==> src/rtl/multicycle_ctrl_fsm.sv <==
// rtl/multicycle_ctrl_fsm.sv - multi-cycle RV32I control sequencer
// Optional performance counters are built when PERF_COUNTERS_EN is defined.
module multicycle_ctrl_fsm #(
  parameter int PERF_W = 32
) (
  input  logic              clk,
  input  logic              reset,
  input  logic [6:0]        opcode,
  input  logic              bcond,
  input  logic              halt_cond,
  input  logic              mem_ready,
  output logic              pc_write_final,
  output logic              ir_write,
  output logic              i_or_d,
  output logic              mem_read,
  output logic              mem_write,
  output logic              mem_to_reg,
  output logic              reg_write,
  output logic              aluout_write,
  output logic              alu_src_a,
  output logic [1:0]        alu_src_b,
  output logic [1:0]        alu_op,
  output logic              is_halted,
  output logic [2:0]        state,
  output logic [PERF_W-1:0] cycle_count,
  output logic [PERF_W-1:0] instret_count
);

  typedef enum logic [2:0] {
    S_IF   = 3'd0,
    S_ID   = 3'd1,
    S_EX   = 3'd2,
    S_MEM  = 3'd3,
    S_WB   = 3'd4,
    S_BR   = 3'd5,
    S_HALT = 3'd6
  } state_t;

  localparam logic [6:0] OP_RTYPE  = 7'b0110011;
  localparam logic [6:0] OP_IALU   = 7'b0010011;
  localparam logic [6:0] OP_LOAD   = 7'b0000011;
  localparam logic [6:0] OP_STORE  = 7'b0100011;
  localparam logic [6:0] OP_BRANCH = 7'b1100011;
  localparam logic [6:0] OP_JAL    = 7'b1101111;
  localparam logic [6:0] OP_JALR   = 7'b1100111;
  localparam logic [6:0] OP_ECALL  = 7'b1110011;

  localparam logic [1:0] SRCB_REG  = 2'b00;
  localparam logic [1:0] SRCB_FOUR = 2'b01;
  localparam logic [1:0] SRCB_IMM  = 2'b10;

  localparam logic [1:0] ALU_ADD   = 2'b00;
  localparam logic [1:0] ALU_BRCMP = 2'b01;
  localparam logic [1:0] ALU_RFN   = 2'b10;
  localparam logic [1:0] ALU_IFN   = 2'b11;

  state_t r_state;
  state_t w_next_state;
  logic   r_taken;
  logic   w_taken_next;
  logic   w_is_load;
  logic   w_is_store;

  assign w_is_load  = (opcode == OP_LOAD);
  assign w_is_store = (opcode == OP_STORE);

  always_ff @(posedge clk) begin
    if (reset) begin
      r_state <= S_IF;
      r_taken <= 1'b0;
    end else begin
      r_state <= w_next_state;
      r_taken <= w_taken_next;
    end
  end

  always_comb begin
    w_next_state   = S_IF;
    w_taken_next   = r_taken;
    pc_write_final = 1'b0;
    ir_write       = 1'b0;
    i_or_d         = 1'b0;
    mem_read       = 1'b0;
    mem_write      = 1'b0;
    mem_to_reg     = 1'b0;
    reg_write      = 1'b0;
    aluout_write   = 1'b0;
    alu_src_a      = 1'b0;
    alu_src_b      = SRCB_REG;
    alu_op         = ALU_ADD;

    // Reset drops every request immediately, abandoning any memory access.
    if (!reset) begin
      case (r_state)
        S_IF: begin
          mem_read     = 1'b1;
          ir_write     = mem_ready;
          w_next_state = mem_ready ? S_ID : S_IF;
        end

        S_ID: begin
          alu_src_b    = SRCB_FOUR;
          aluout_write = 1'b1;
          w_next_state = ((opcode == OP_ECALL) && halt_cond) ? S_HALT : S_EX;
        end

        S_EX: begin
          case (opcode)
            OP_RTYPE: begin
              alu_src_a    = 1'b1;
              alu_op       = ALU_RFN;
              aluout_write = 1'b1;
              w_next_state = S_WB;
            end
            OP_IALU: begin
              alu_src_a    = 1'b1;
              alu_src_b    = SRCB_IMM;
              alu_op       = ALU_IFN;
              aluout_write = 1'b1;
              w_next_state = S_WB;
            end
            OP_LOAD, OP_STORE: begin
              alu_src_a    = 1'b1;
              alu_src_b    = SRCB_IMM;
              aluout_write = 1'b1;
              w_next_state = S_MEM;
            end
            OP_BRANCH: begin
              alu_src_a    = 1'b1;
              alu_op       = ALU_BRCMP;
              w_taken_next = bcond;
              w_next_state = S_BR;
            end
            // ALUOut keeps PC+4 from decode so rd receives the link address.
            OP_JAL, OP_JALR: begin
              alu_src_a      = (opcode == OP_JALR);
              alu_src_b      = SRCB_IMM;
              pc_write_final = 1'b1;
              reg_write      = 1'b1;
              w_next_state   = S_IF;
            end
            default: begin
              w_taken_next = 1'b0;
              w_next_state = S_BR;
            end
          endcase
        end

        S_MEM: begin
          i_or_d = 1'b1;
          if (w_is_store) begin
            mem_write = 1'b1;
            if (mem_ready) begin
              alu_src_b      = SRCB_FOUR;
              pc_write_final = 1'b1;
              w_next_state   = S_IF;
            end else begin
              w_next_state = S_MEM;
            end
          end else if (w_is_load) begin
            mem_read     = 1'b1;
            w_next_state = mem_ready ? S_WB : S_MEM;
          end else begin
            w_next_state = S_IF;
          end
        end

        S_WB: begin
          reg_write      = 1'b1;
          mem_to_reg     = w_is_load;
          alu_src_b      = SRCB_FOUR;
          pc_write_final = 1'b1;
          w_next_state   = S_IF;
        end

        S_BR: begin
          alu_src_b      = r_taken ? SRCB_IMM : SRCB_FOUR;
          pc_write_final = 1'b1;
          w_next_state   = S_IF;
        end

        S_HALT: begin
          w_next_state = S_HALT;
        end

        default: begin
          w_next_state = S_IF;
        end
      endcase
    end
  end

  assign state     = r_state;
  assign is_halted = (r_state == S_HALT);

`ifdef PERF_COUNTERS_EN
  logic [PERF_W-1:0] r_cycle_count;
  logic [PERF_W-1:0] r_instret_count;

  always_ff @(posedge clk) begin
    if (reset) begin
      r_cycle_count   <= '0;
      r_instret_count <= '0;
    end else if (r_state != S_HALT) begin
      r_cycle_count <= r_cycle_count + PERF_W'(1);
      if (pc_write_final) begin
        r_instret_count <= r_instret_count + PERF_W'(1);
      end
    end
  end

  assign cycle_count   = r_cycle_count;
  assign instret_count = r_instret_count;
`else
  assign cycle_count   = '0;
  assign instret_count = '0;
`endif

endmodule

==> config.mk <==
export PLATFORM = sky130hd
export DESIGN_NAME = multicycle_ctrl_fsm
export DESIGN_NICKNAME = d
export VERILOG_FILES = /design/src/rtl/multicycle_ctrl_fsm.sv
export SDC_FILE = /design/constraint.sdc
export NUM_CORES = 1
export LEC_CHECK = 0
export CORE_UTILIZATION = 33
export DETAILED_ROUTE_END_ITERATION = 8
export HOLD_SLACK_MARGIN = 0.02
export PLACE_DENSITY = 0.83
export SETUP_SLACK_MARGIN = 0.15
export SLEW_MARGIN = 10
export SYNTH_ARGS = -nofsm -noshare
export SYNTH_HDL_FRONTEND = slang
export SYNTH_SLANG_ARGS = --single-unit
export TNS_END_PERCENT = 30
==> constraint.sdc <==
create_clock -name clk -period 2.45 [get_ports clk]
set_clock_uncertainty 0.2 [all_clocks]
set_input_delay 0.735 -clock clk [delete_from_list [all_inputs] [get_ports clk]]
set_output_delay 0.735 -clock clk [all_outputs]
set_load 0.005 [all_outputs]
==> results.yml <==
run_status:
  status: "finished with violations"
  violations: "setup timing"
floorplanning:
  rows: 20
  die_width_um: 60.2
  fp.dieH_um: 60.2
  start_util: 0.357
  coreArea_um2: 3130
  boundaryPins: 93
  dieArea_um2: 3620
power_and_ir_drop:
  swShare: 0.382
  p_comb_frac: 0.577
  internal-power_mw: 0.229
  p_sw_mw: 0.141
  p_leak_nw: 0.810
  ir_worst_vdd_mv: 0.104
  power_frac_seq: 0.209
  p_clk_frac: 0.214
  power.density_nw_per_um2: 233
  p_total_mw: 0.370
detailed_routing:
  drc_errors: 0
  viasPerCell: 4.12
  dr_total_vias: 1096
  wirelength_um: 2900
  drtIter0Drc: 65
  detail_route.wl_per_cell_um: 10.9
  antenna_left: 0
  detail_route.first_pass.iterations: 4
place:
  dp_cells: 248
  io_buffer_count: 28
  place_hpwl_um: 2060
  gp_congestion: 0.918
critical_path:
  cp_cell_sequence: "buf_6 -> nand4bb_4 -> buf_6 -> buf_4 -> a211oi_2 -> o21ai_1 -> a21oi_1 -> buf_2"
  startpoint_type: "primary input"
  worstSetupPathType: "primary input to primary output"
  cpMaxStageDelayCell: "nand4bb_4"
  arrival_ns: 1.90
  crit_required_ns: 1.51
  slowest_delay_ns: 0.24
  path_common_cell: "buf_6"
  end_kind: "primary output"
  crit_fanout: 6
cts:
  clockBufferDepth: 2
  clk-insertion-delay-late_ns: 0.23
  cts_tree: "yes"
  cts.sinks: 4
  cts_buffers: 3
  cts_hold_buf: 0
  cts-root-buf: "clkbuf_4"
  path_clk_slew_ns: 0.04
  htree_levels: 1
sta:
  worst_slack_ns: -0.380
  period_share: 1.16
  finalHoldViolCount: 0
  fin_crit_ns: 2.83
  slew_violations: 0
  setup_viol: 11
  fmax_ghz: 0.353
  rsz0062_at_grt: "true"
grt:
  antenna_found_initial: 0
  grt_util_all_layers: 0.145
  grt_overflow: 0
  grt_pass1_wl_um: 3950
  grt_pass1_vias: 892
  grt_max_degree: 11
cells_and_area:
  nets: 238
  fill_cells: 303
  final_layout_size_suffix_gt1_frac: 0.437
  instances_no_fill: 266
  diodes: 0
  syn2layout_area_growth_pct: 41.9
yosys:
  syn_inst: 153
  avgSynthCellArea_um2: 7.29
  synth_seq_cells: 4
  yosysUniqueCellTypes: 36
  ys.flop_type: "dfxtp_1"
  synth_edf_count: 0
  yosysWarnings: 0
  synth_seq_area_share: 0.0717
  postSynth.asyncResetShare: 0
  syn_area_um2: 1120
hold_path:
  hold_path.class: "register to register"
flow_run:
  maxCapViolCount: 0
## layout by cell type, fill, tap and decap left out, types with 3 or more instances in the layout
master,netlist,layout
a21oi_1,7,6
buf_2,0,12
buf_4,66,37
buf_6,2,11
clkbuf_2,0,4
clkbuf_4,0,3
clkdlybuf4s50_1,0,5
conb_1,1,64
inv_1,4,4
nand2_1,8,6
nand3_1,5,4
nor2_1,14,11
nor2_4,0,3
## power groups by stage
stage                     logic [mW]  registers [mW]  clock network, mW
after detailed placement       0.184          0.0768                  0
after global routing           0.235          0.0779             0.0867
final                          0.213          0.0773             0.0791
after floorplan                0.173          0.0747                  0
after CTS                      0.190          0.0769             0.0841
after global placement         0.181          0.0766                  0
## routing by layer
| metal | global-route usage | routed length [µm] | vias to the layer above |
|---|---|---|---|
| met4 | 0.0399 | 0 | 0 |
| met1 | 0.168 | 1130 | 506 |
| met5 | 0 | 0 | - |
| met3 | 0.0195 | 189 | 0 |
| li1 | - | - | 525 |
| met2 | 0.270 | 1580 | 65 |
## worst max-delay path, delay by kind of cell
| family | cells | cell delay (ns) |
|---|---|---|
| AND/OR/NAND/NOR | 1 | 0.24 |
| AO/OA/AOI/OAI | 3 | 0.38 |
| buffers and inverters | 4 | 0.53 |
## synthesized netlist by cell type, drive strengths merged, types with 3 or more instances
cell	instances	area share
and3	3	0.017
clkbuf	3	0.028
inv	4	0.013
nand3	5	0.022
buf	68	0.46
o21ai	3	0.013
nor3	5	0.033
dfxtp	4	0.072
a21oi	8	0.039
nand2	8	0.027
nor2	14	0.047
a211oi	3	0.020
## kinds of logic after synthesis
kind of cell,synth area share
buffers and inverters,0.506
and+or+nand+nor,0.253
AOI/OAI and AO/OA,0.143
DFF,0.0718
adders and majority gates,0.0224
other,0.00336
## stage by stage
stage | area, µm² | hold slack, ns | util | setup TNS, ns | worst slack [ns]
after floorplan | 1360 | 0.243 | - | -0.271 | -0.109
after global placement | 1380 | 0.265 | 0.442 | -12.89 | -1.09
after detailed placement | 1380 | 0.268 | 0.442 | -13.46 | -1.14
after CTS | 1490 | 0.274 | 0.476 | -4.32 | -0.412
after global routing | 1580 | 0.315 | 0.506 | -3.85 | -0.455
final | 1580 | 0.289 | 0.506 | -3.07 | -0.380
## what timing repair did
action,4_1_cts,5_1_grt
pin swaps,7,10
gates cloned,0,0
resized for setup,89,27
buffers inserted,10,5
setup endpoints to repair,17,14
## cell type report
type | count | area [µm²] | area share
Sequential cell | 4 | 86.3 | 0.0545
Multi-Input combinational cell | 137 | 818 | 0.517
Clock buffer | 3 | 22.5 | 0.0142
Timing Repair Buffer | 74 | 587 | 0.370
Tap cell | 44 | 55.1 | 0.0348
Inverter | 4 | 15.0 | 0.00948
## sequential cells by signal, indices dropped and copies added, names as in the netlist
| signal | cells |
|---|---|
| r_taken | 1 |
| state | 3 |
## path summary, 6_finish.rpt
path             start           end  slack [ns]  cells after the start
min reg2reg    r_taken       r_taken        0.29                      2
max          opcode[3]  alu_src_b[1]       -0.38                      8
max reg2reg   state[2]      state[2]        0.66                      5
min            r_taken       r_taken        0.29                      2
Power figures use the tool's default switching activity.
